==> config.mk <==
export PLATFORM = sky130hd
export DESIGN_NAME = udp_payload_arbiter_flat
export DESIGN_NICKNAME = d
export VERILOG_FILES = /design/src/rtl/udp_payload_arbiter_if.sv /design/src/rtl/udp_payload_arbiter.sv /design/src/flat_wrapper.sv
export SDC_FILE = /design/constraint.sdc
export NUM_CORES = 1
export LEC_CHECK = 0
export CORE_ASPECT_RATIO = 0.8
export CORE_MARGIN = 2
export CORE_UTILIZATION = 43
export CTS_CLUSTER_SIZE = 14
export DETAILED_ROUTE_END_ITERATION = 16
export PLACE_DENSITY_LB_ADDON = 0.2
export SLEW_MARGIN = 40
export SYNTH_ARGS = -nofsm -noshare
export SYNTH_HDL_FRONTEND = slang
export SYNTH_SLANG_ARGS = --single-unit
==> constraint.sdc <==
create_clock -name clk -period 3.4 [get_ports clk]
set_input_delay 0.68 -clock clk [delete_from_list [all_inputs] [get_ports clk]]
set_output_delay 0.68 -clock clk [all_outputs]
set_load 0.03 [all_outputs]
==> src/rtl/udp_payload_arbiter_if.sv <==
// Byte-stream bundle between the per-channel payload forwarders and the shared egress.
// The master side drives the requests and the downstream accept; the slave side is the arbiter.
interface udp_payload_arbiter_if #(
  parameter int N_PORTS = 4,
  parameter int DATA_W  = 8
);
  logic [N_PORTS*DATA_W-1:0] in_data;
  logic [N_PORTS-1:0]        in_valid;
  logic [N_PORTS-1:0]        in_last;
  logic [N_PORTS-1:0]        in_ready;
  logic [DATA_W-1:0]         out_data;
  logic                      out_valid;
  logic                      out_last;
  logic                      out_ready;

  modport master (
    output in_data, in_valid, in_last, out_ready,
    input  in_ready, out_data, out_valid, out_last
  );

  modport slave (
    input  in_data, in_valid, in_last, out_ready,
    output in_ready, out_data, out_valid, out_last
  );
endinterface

==> src/rtl/udp_payload_arbiter.sv <==
// Packet-granular round-robin arbiter sharing one registered byte-stream output
// between N_PORTS UDP payload forwarders, with per-port saturating packet counters.
module udp_payload_arbiter #(
  parameter int N_PORTS = 4,
  parameter int DATA_W  = 8,
  parameter int CNT_W   = 16
) (
  input  logic                       clk,
  input  logic                       rst,
  udp_payload_arbiter_if.slave       bus,
  output logic [$clog2(N_PORTS)-1:0] grant_id,
  output logic                       busy,
  output logic                       pkt_done,
  output logic [N_PORTS*CNT_W-1:0]   pkt_count
);

  localparam int GW = $clog2(N_PORTS);

  typedef enum logic {IDLE, LOCKED} state_t;

  state_t              state;
  state_t              state_nxt;
  logic [N_PORTS-1:0]  ready_vec;
  logic [GW-1:0]       winner;
  logic [GW-1:0]       scan_idx;
  logic                found;
  logic                any_req;
  logic                accept;
  logic                accept_last;
  logic [DATA_W-1:0]   lane [N_PORTS];
  logic [CNT_W-1:0]    cnt  [N_PORTS];

  for (genvar g = 0; g < N_PORTS; g++) begin : g_lanes
    assign lane[g]                       = bus.in_data[g*DATA_W +: DATA_W];
    assign pkt_count[g*CNT_W +: CNT_W]   = cnt[g];
  end

  assign any_req     = |bus.in_valid;
  assign accept      = (state == LOCKED) && bus.in_valid[grant_id] && ready_vec[grant_id];
  assign accept_last = accept && bus.in_last[grant_id];
  assign bus.in_ready = ready_vec;

  // Rotating priority: scan upward from the port after the most recent grant.
  always_comb begin
    // NOTE: every variable written here gets a default first so no latch is inferred.
    winner   = grant_id;
    found    = 1'b0;
    scan_idx = grant_id;
    for (int k = 1; k <= N_PORTS; k++) begin
      scan_idx = GW'((int'(grant_id) + k) % N_PORTS);
      if (!found && bus.in_valid[scan_idx]) begin
        winner = scan_idx;
        found  = 1'b1;
      end
    end
  end

  always_ff @(posedge clk) begin
    // NOTE: sequential state uses non-blocking assignments so every register samples pre-edge values.
    if (rst) state <= IDLE;
    else     state <= state_nxt;
  end

  always_comb begin
    state_nxt = state;
    case (state)
      IDLE:    if (any_req)     state_nxt = LOCKED;
      LOCKED:  if (accept_last) state_nxt = IDLE;
      default:                  state_nxt = IDLE;
    endcase
  end

  // The arbitration cycle in IDLE never accepts, which leaves the one-cycle grant bubble.
  always_comb begin
    ready_vec = '0;
    busy      = (state == LOCKED);
    if (state == LOCKED) ready_vec[grant_id] = !bus.out_valid || bus.out_ready;
  end

  always_ff @(posedge clk) begin
    if (rst) begin
      grant_id      <= GW'(N_PORTS - 1);
      bus.out_data  <= '0;
      bus.out_last  <= 1'b0;
      bus.out_valid <= 1'b0;
      pkt_done      <= 1'b0;
      // NOTE: the counter array is cleared element by element; reset covers it because software reads it.
      for (int i = 0; i < N_PORTS; i++) cnt[i] <= '0;
    end else begin
      pkt_done <= 1'b0;
      if (state == IDLE && any_req) grant_id <= winner;
      if (accept) begin
        bus.out_data  <= lane[grant_id];
        bus.out_last  <= bus.in_last[grant_id];
        bus.out_valid <= 1'b1;
        if (bus.in_last[grant_id]) begin
          pkt_done <= 1'b1;
          if (cnt[grant_id] != '1) cnt[grant_id] <= cnt[grant_id] + 1'b1;
        end
      end else if (bus.out_ready) begin
        bus.out_valid <= 1'b0;
        bus.out_last  <= 1'b0;
      end
    end
  end

endmodule

==> src/flat_wrapper.sv <==
// flat-port wrapper written by rule: the top's interface ports become plain ports
module udp_payload_arbiter_flat 
#(
  parameter int N_PORTS = 4,
  parameter int DATA_W  = 8,
  parameter int CNT_W   = 16
)
  (clk, rst, grant_id, busy, pkt_done, pkt_count, bus_in_data, bus_in_valid, bus_in_last, bus_out_ready, bus_in_ready, bus_out_data, bus_out_valid, bus_out_last);
  udp_payload_arbiter_if #(.N_PORTS(N_PORTS), .DATA_W(DATA_W)) bus_i ();
  input  logic clk;
  input  logic rst;
  output logic [$clog2(N_PORTS)-1:0] grant_id;
  output logic busy;
  output logic pkt_done;
  output logic [N_PORTS*CNT_W-1:0] pkt_count;
  input wire logic [$bits(bus_i.in_data)-1:0] bus_in_data;
  input wire logic [$bits(bus_i.in_valid)-1:0] bus_in_valid;
  input wire logic [$bits(bus_i.in_last)-1:0] bus_in_last;
  input wire logic [$bits(bus_i.out_ready)-1:0] bus_out_ready;
  output wire logic [$bits(bus_i.in_ready)-1:0] bus_in_ready;
  output wire logic [$bits(bus_i.out_data)-1:0] bus_out_data;
  output wire logic [$bits(bus_i.out_valid)-1:0] bus_out_valid;
  output wire logic [$bits(bus_i.out_last)-1:0] bus_out_last;
  assign bus_i.in_data = bus_in_data;
  assign bus_i.in_valid = bus_in_valid;
  assign bus_i.in_last = bus_in_last;
  assign bus_i.out_ready = bus_out_ready;
  assign bus_in_ready = bus_i.in_ready;
  assign bus_out_data = bus_i.out_data;
  assign bus_out_valid = bus_i.out_valid;
  assign bus_out_last = bus_i.out_last;
  udp_payload_arbiter #(.N_PORTS(N_PORTS), .DATA_W(DATA_W), .CNT_W(CNT_W)) u_core (.clk(clk), .rst(rst), .bus(bus_i), .grant_id(grant_id), .busy(busy), .pkt_done(pkt_done), .pkt_count(pkt_count));
endmodule
==> results.json, run 1 <==
{
  "outcome": "finished clean",
  "dr.pass1.iters": 5,
  "skew_ns": 0.00612,
  "die_area_um2": 10800,
  "io_buffers": 124,
  "p_seq_share_pct": 32.0,
  "switching_power_mw": 1.31,
  "root_buffer": "clkbuf_16",
  "clk_pin_slew_worst_paths_ns": 0.06,
  "drive_above_1_share_pct": 18.9,
  "htreeDepth": 3,
  "grt_max_degree": 39,
  "yosysTopAreaCellShare_pct": 44.9,
  "cts.sinks": 80,
  "rsz0062_at_grt": "false",
  "cts-hold-fix-buffers": 0,
  "syn2layout_area_growth_pct": 40.6,
  "synth.largest_area_cell": "edfxtp_1",
  "critical_path_class": "reg2reg",
  "fill_cells": 754,
  "hpwl_um": 8270,
  "routed_via_density": 5.68,
  "synth_ff_type": "edfxtp_1",
  "clkLatencyLatePin_ns": 0.33,
  "power_mw": 3.76,
  "p_clk_share_pct": 27.8,
  "antenna_left": 0,
  "syn_area_per_cell_um2": 13.2,
  "max-slew-margin-rel_pct": 61.5,
  "regArea_um2": 2240,
  "setup_tns_ns": 0,
  "grt_pass1_wl_um": 18500,
  "irDropWorstVdd_v": 0.000314,
  "ys_types": 48,
  "routedWlPerCell_um": 19.8,
  "core-area_um2": 9650,
  "antenna_found_initial": 0,
  "cts_setup_buffers": 0,
  "fin_ws_ns": 0.364,
  "synth_edf_count": 64,
  "period_needed_ns": 3.04,
  "row_count": 32,
  "multi_input_area_um2": 1860,
  "syn-num-nets": 372,
  "synth_cells": 324,
  "startpoint_type": "flop",
  "postLayoutCellArea_um2": 6020,
  "pwr-share-comb_pct": 40.1,
  "fin_nets": 504,
  "vias": 3393,
  "setup_viol": 0,
  "cts_tree": "done",
  "die_h_um": 93.3,
  "dpl_worst_slack_ns": 0.290,
  "drc_errors": 0,
  "power_density_nw_per_um2": 624,
  "initialDrtViolationCount": 214,
  "synth-seq-cells": 80,
  "grt_overflow": 0,
  "hp-class": "reg2reg",
  "clk_path_buf_depth": 2,
  "seq_area_frac_synth_pct": 52.3,
  "netlist_area_um2": 4280,
  "tightestPinTransition_ns": 0.570,
  "hold_slack_ns": 0.474,
  "p_sw_share_pct": 34.8,
  "hold_viol_final": 0,
  "initial_core_util_pct": 44.4,
  "async_reset_ff_share_pct": 0,
  "worstPathArrival_ns": 3.09,
  "yosysMostFrequentCell": "edfxtp_1",
  "gp_congestion": 0.863,
  "cap_violations": 0,
  "grt.total_usage_pct": 23.0,
  "cts_resized": 0,
  "leakagePower_nw": 2.06,
  "wl_um": 11800,
  "cts_made_buffers": 9,
  "cp-end-kind": "flop",
  "n_antenna_cell": 0,
  "ff2ff_setup_slack_ns": 0.36,
  "cp.required_ns": 3.46,
  "synthTopCellsByCount": "edfxtp_1, nor3_1, mux4_2",
  "fp.dieW_um": 116,
  "period_share_pct": 89.3,
  "grt_pass1_vias": 3389,
  "num_io_pins": 125,
  "yosys-top-cells-area": "edfxtp_1, mux4_2, dfxtp_1",
  "internal-power_mw": 2.45,
  "max_freq_mhz": 329,
  "placed_area_um2": 5700,
  "cp_max_fo": 38,
  "yosysWarnings": 0,
  "slew_viol_final": 0
}
-- metrics by stage --
stage                     utilization (%)  std cells
after floorplan                         -        324
after global placement               59.1        581
after detailed placement             59.1        581
after CTS                            62.4        597
after global routing                 62.4        597
final                                62.4        597
-- worst max-delay path, stage by stage, from the launching register on --
cell     delay [ns]
dfxtp_1        0.47
buf_4          0.36
mux4_1         0.41
nand4_2        0.22
nor4_2         0.35
and3_2         0.33
buf_4          0.43
nor3_1         0.16
-- metal layers --
metal,track usage (%),part of all wire (%),vias up
met2,36.8,48,153
li1,-,-,1532
met1,31.3,43,1687
met3,4.99,6.9,21
met4,7.13,2.0,0
met5,0,0,-
-- layout make-up --
class	instances	share of cell area [%]
Sequential cell	80	37.2
Multi-Input combinational cell	212	30.9
Clock inverter	5	1.33
Timing Repair Buffer	145	23.2
Clock buffer	11	4.03
Tap cell	136	2.83
Inverter	8	0.499
-- cells in the final DEF (no fill, tap or decap), types with 2 or more instances in the layout --
cell and n:
clkdlybuf4s50_1 124, edfxtp_1 64, nor3_1 37, mux4_2 26
buf_4 21, nand3_1 16, dfxtp_1 16, nor2_1 15
a21oi_1 13, xnor2_1 13, nor3_2 13, nand2_1 11
o21ai_0 11, clkbuf_16 9, inv_1 8, and3_1 5
ha_1 5, nor4b_2 4, nand2b_1 3, nand4_1 3
nor4_1 3, o21ai_1 3, nor2b_1 2, o22ai_1 2
mux4_1 2, nor4_2 2, nor4b_1 2, nor3b_1 2
xor2_1 2, bufinv_16 2
-- kinds of logic (layout without fill, tap and decap cells) --
group	after synthesis	in the layout	share of synthesized area, %
XOR/XNOR	15	15	3.07
flip-flops	80	80	52.3
buffers and inverters	32	169	4.44
multiplexers	30	30	15.4
adder cells (fa/ha/maj)	5	5	1.46
AO/OA/AOI/OAI	37	37	5.02
AND/OR/NAND/NOR	125	125	18.3
-- worst paths after layout --
kind | endpoint | start | cells after the start
worst max-delay path | u_core.cnt[0][9]$_SDFFCE_PN0P_ | flop | 7
worst min-delay path | u_core.bus.out_data[7]$_SDFFE_PP0P_ | u_core.bus.out_data[7]$_SDFFE_PP0P_ | 2
worst max register to register | u_core.cnt[0][9]$_SDFFCE_PN0P_ | flop | 7
worst min register to register | u_core.bus.out_data[7]$_SDFFE_PP0P_ | u_core.bus.out_data[7]$_SDFFE_PP0P_ | 2
-- state kept, by name, indices dropped and copies added, names as in the netlist, named ones only --
register	flops
u_core.grant_id	2
u_core.bus.out_valid	1
u_core.bus.out_last	1
u_core.cnt	64
u_core.busy	1
u_core.pkt_done	1
u_core.bus.out_data	8
-- power by group through the flow --
stage / registers, mW / logic (mW) / clock network [mW]
after floorplan: 1.33 / 0.943 / 0
after global placement: 1.22 / 1.47 / 0
after detailed placement: 1.22 / 1.49 / 0
after CTS: 1.20 / 1.51 / 1.04
after global routing: 1.21 / 1.60 / 1.09
final: 1.20 / 1.51 / 1.05
Note: power is estimated with default switching activity, not from simulation.
==> run 2: changes to the inputs <==
--- a/constraint.sdc
+++ b/constraint.sdc
@@ -3,2 +3,2 @@
 set_output_delay 0.68 -clock clk [all_outputs]
-set_load 0.03 [all_outputs]
+set_load 0.05 [all_outputs]
==> results.json, run 2 (synthesized netlist as in run 1, its figures left out) <==
{
  "outcome": "finished clean",
  "skew_ns": 0.00947,
  "vias": 3327,
  "n_antenna_cell": 0,
  "cap_violations": 0,
  "postLayoutCellArea_um2": 5960,
  "cp.required_ns": 3.47,
  "initialDrtViolationCount": 200,
  "rsz0062_at_grt": "false",
  "hpwl_um": 8360,
  "max-slew-margin-rel_pct": 60.4,
  "p_sw_share_pct": 38.4,
  "grt_pass1_wl_um": 17800,
  "clk_path_buf_depth": 2,
  "fin_ws_ns": 0.339,
  "pwr-share-comb_pct": 43.8,
  "hp-class": "reg2reg",
  "cp-end-kind": "flop",
  "period_needed_ns": 3.06,
  "placedCellCount": 580,
  "grt_pass1_vias": 3355,
  "crit_chain": "buf_4 > mux4_2 > ha_1 > nand3_2 > nor4_2 > and3_2 > buf_4 > nor3_1",
  "syn2layout_area_growth_pct": 39.1,
  "cts_resized": 0,
  "irDropWorstVdd_v": 0.000289,
  "clkLatencyLatePin_ns": 0.33,
  "power_density_nw_per_um2": 618,
  "fin_nets": 503,
  "layout.cells.most_common": "clkdlybuf4s50_1",
  "top_regs": "u_core.cnt x64, u_core.bus.out_data x8, u_core.grant_id x2",
  "critical_path_class": "reg2reg",
  "fill_cells": 739,
  "instances_no_fill": 596,
  "final_cell_mix": "clkdlybuf4s50_1, edfxtp_1, nor3_1, mux4_2, buf_4",
  "slew_viol_final": 0,
  "internal-power_mw": 2.27,
  "wl_um": 11400,
  "num_io_pins": 125,
  "worstPathArrival_ns": 3.13,
  "cts_made_buffers": 9,
  "leakagePower_nw": 2.04,
  "grt.total_usage_pct": 22.1,
  "startpoint_type": "flop",
  "regMostFlops": "u_core.cnt",
  "row_count": 32,
  "routedWlPerCell_um": 19.2,
  "grt_max_degree": 43,
  "cp_slowest_stage_delay_ns": 0.47,
  "cp_slowest_cell": "dfxtp_1",
  "antenna_left": 0,
  "drc_errors": 0,
  "p_seq_share_pct": 32.7,
  "dr.pass1.iters": 4,
  "switching_power_mw": 1.41,
  "max_freq_mhz": 327,
  "hold_viol_final": 0,
  "gp_congestion": 0.841,
  "clk_pin_slew_worst_paths_ns": 0.06,
  "root_buffer": "clkbuf_16",
  "cp_max_fo": 42,
  "tightestPinTransition_ns": 0.587,
  "cts.sinks": 80,
  "dpl_worst_slack_ns": 0.315,
  "ff2ff_setup_slack_ns": 0.34,
  "largest_reg_flops": 64,
  "cts_tree": "done",
  "htreeDepth": 3,
  "routed_via_density": 5.58,
  "cts_setup_buffers": 0,
  "io_buffers": 124,
  "setup_tns_ns": 0,
  "antenna_found_initial": 0,
  "setup_viol": 0,
  "core-area_um2": 9650,
  "die_h_um": 93.3,
  "placed_area_um2": 5690,
  "drive_above_1_share_pct": 19.8,
  "p_clk_share_pct": 23.5,
  "crit_path_frequent_cell": "buf_4",
  "initial_core_util_pct": 44.4,
  "fp.dieW_um": 116,
  "grt_overflow": 0,
  "post-route-util_pct": 61.8,
  "die_area_um2": 10800,
  "period_share_pct": 90.0,
  "cts-hold-fix-buffers": 0
}
==> run 2: cell types whose count changed in the layout (fill, tap and decap cells not counted), moves of 2 or more <==
cell | before | now
bufinv_16 | 2 | 0
clkdlybuf4s50_1 | 124 | 120
buf_4 | 21 | 23
clkinvlp_4 | 1 | 3
clkinv_2 | 0 | 3
==> run 2: metrics by stage <==
stage / total power, mW / hold WS, ns
final: 3.68 / 0.476
after global routing: 3.85 / 0.504
after detailed placement: 2.83 / 0.467
after CTS: 3.70 / 0.475
after global placement: 2.80 / 0.461
after floorplan: 2.39 / 0.710
==> run 2: power by group through the flow <==
stage               Clock [mW]  Sequential (mW)  Combinational, mW
floorplan                    0             1.44              0.959
detailed placement           0             1.22               1.61
global placement             0             1.22               1.58
global route             0.916             1.22               1.72
finish                   0.865             1.21               1.61
CTS                      0.875             1.21               1.62
==> run 2: critical path, delay by kind of cell, from the launching register on <==
kind | cells | cell delay [ns]
adders and majority gates | 1 | 0.20
buffers and inverters | 2 | 0.75
DFF | 1 | 0.47
muxes | 1 | 0.27
and+or+nand+nor | 4 | 1.09
==> run 2: worst paths after layout <==
kind | start | to | cells past startpoint
max reg2reg | flop | u_core.cnt[1][8]$_SDFFCE_PN0P_ | 8
min | u_core.bus.out_data[3]$_SDFFE_PP0P_ | u_core.bus.out_data[3]$_SDFFE_PP0P_ | 2
max | flop | u_core.cnt[1][8]$_SDFFCE_PN0P_ | 8
min reg2reg | u_core.bus.out_data[3]$_SDFFE_PP0P_ | u_core.bus.out_data[3]$_SDFFE_PP0P_ | 2
==> run 2: final cells by class <==
| cell class | instances | area (um2) | area share, % |
|---|---|---|---|
| Sequential cell | 80 | 2240 | 37.6 |
| Multi-Input combinational cell | 212 | 1860 | 31.2 |
| Timing Repair Buffer | 144 | 1390 | 23.4 |
| Clock buffer | 10 | 229 | 3.84 |
| Tap cell | 136 | 170 | 2.85 |
| Clock inverter | 6 | 37.5 | 0.630 |
| Inverter | 8 | 30.0 | 0.504 |
==> run 2: per-layer routing <==
layer	GRT usage, %	vias up	routed length [um]
met4	6.53	0	142
li1	-	1534	-
met1	31.6	1647	5070
met3	4.21	12	802
met5	0	-	0
met2	34.5	134	5410
==> run 3: changes to the inputs <==
- SLEW_MARGIN: 40 -> 10
==> results of run 3 <==
Same layout as run 2: the final DEF is identical, and so are final timing and power.
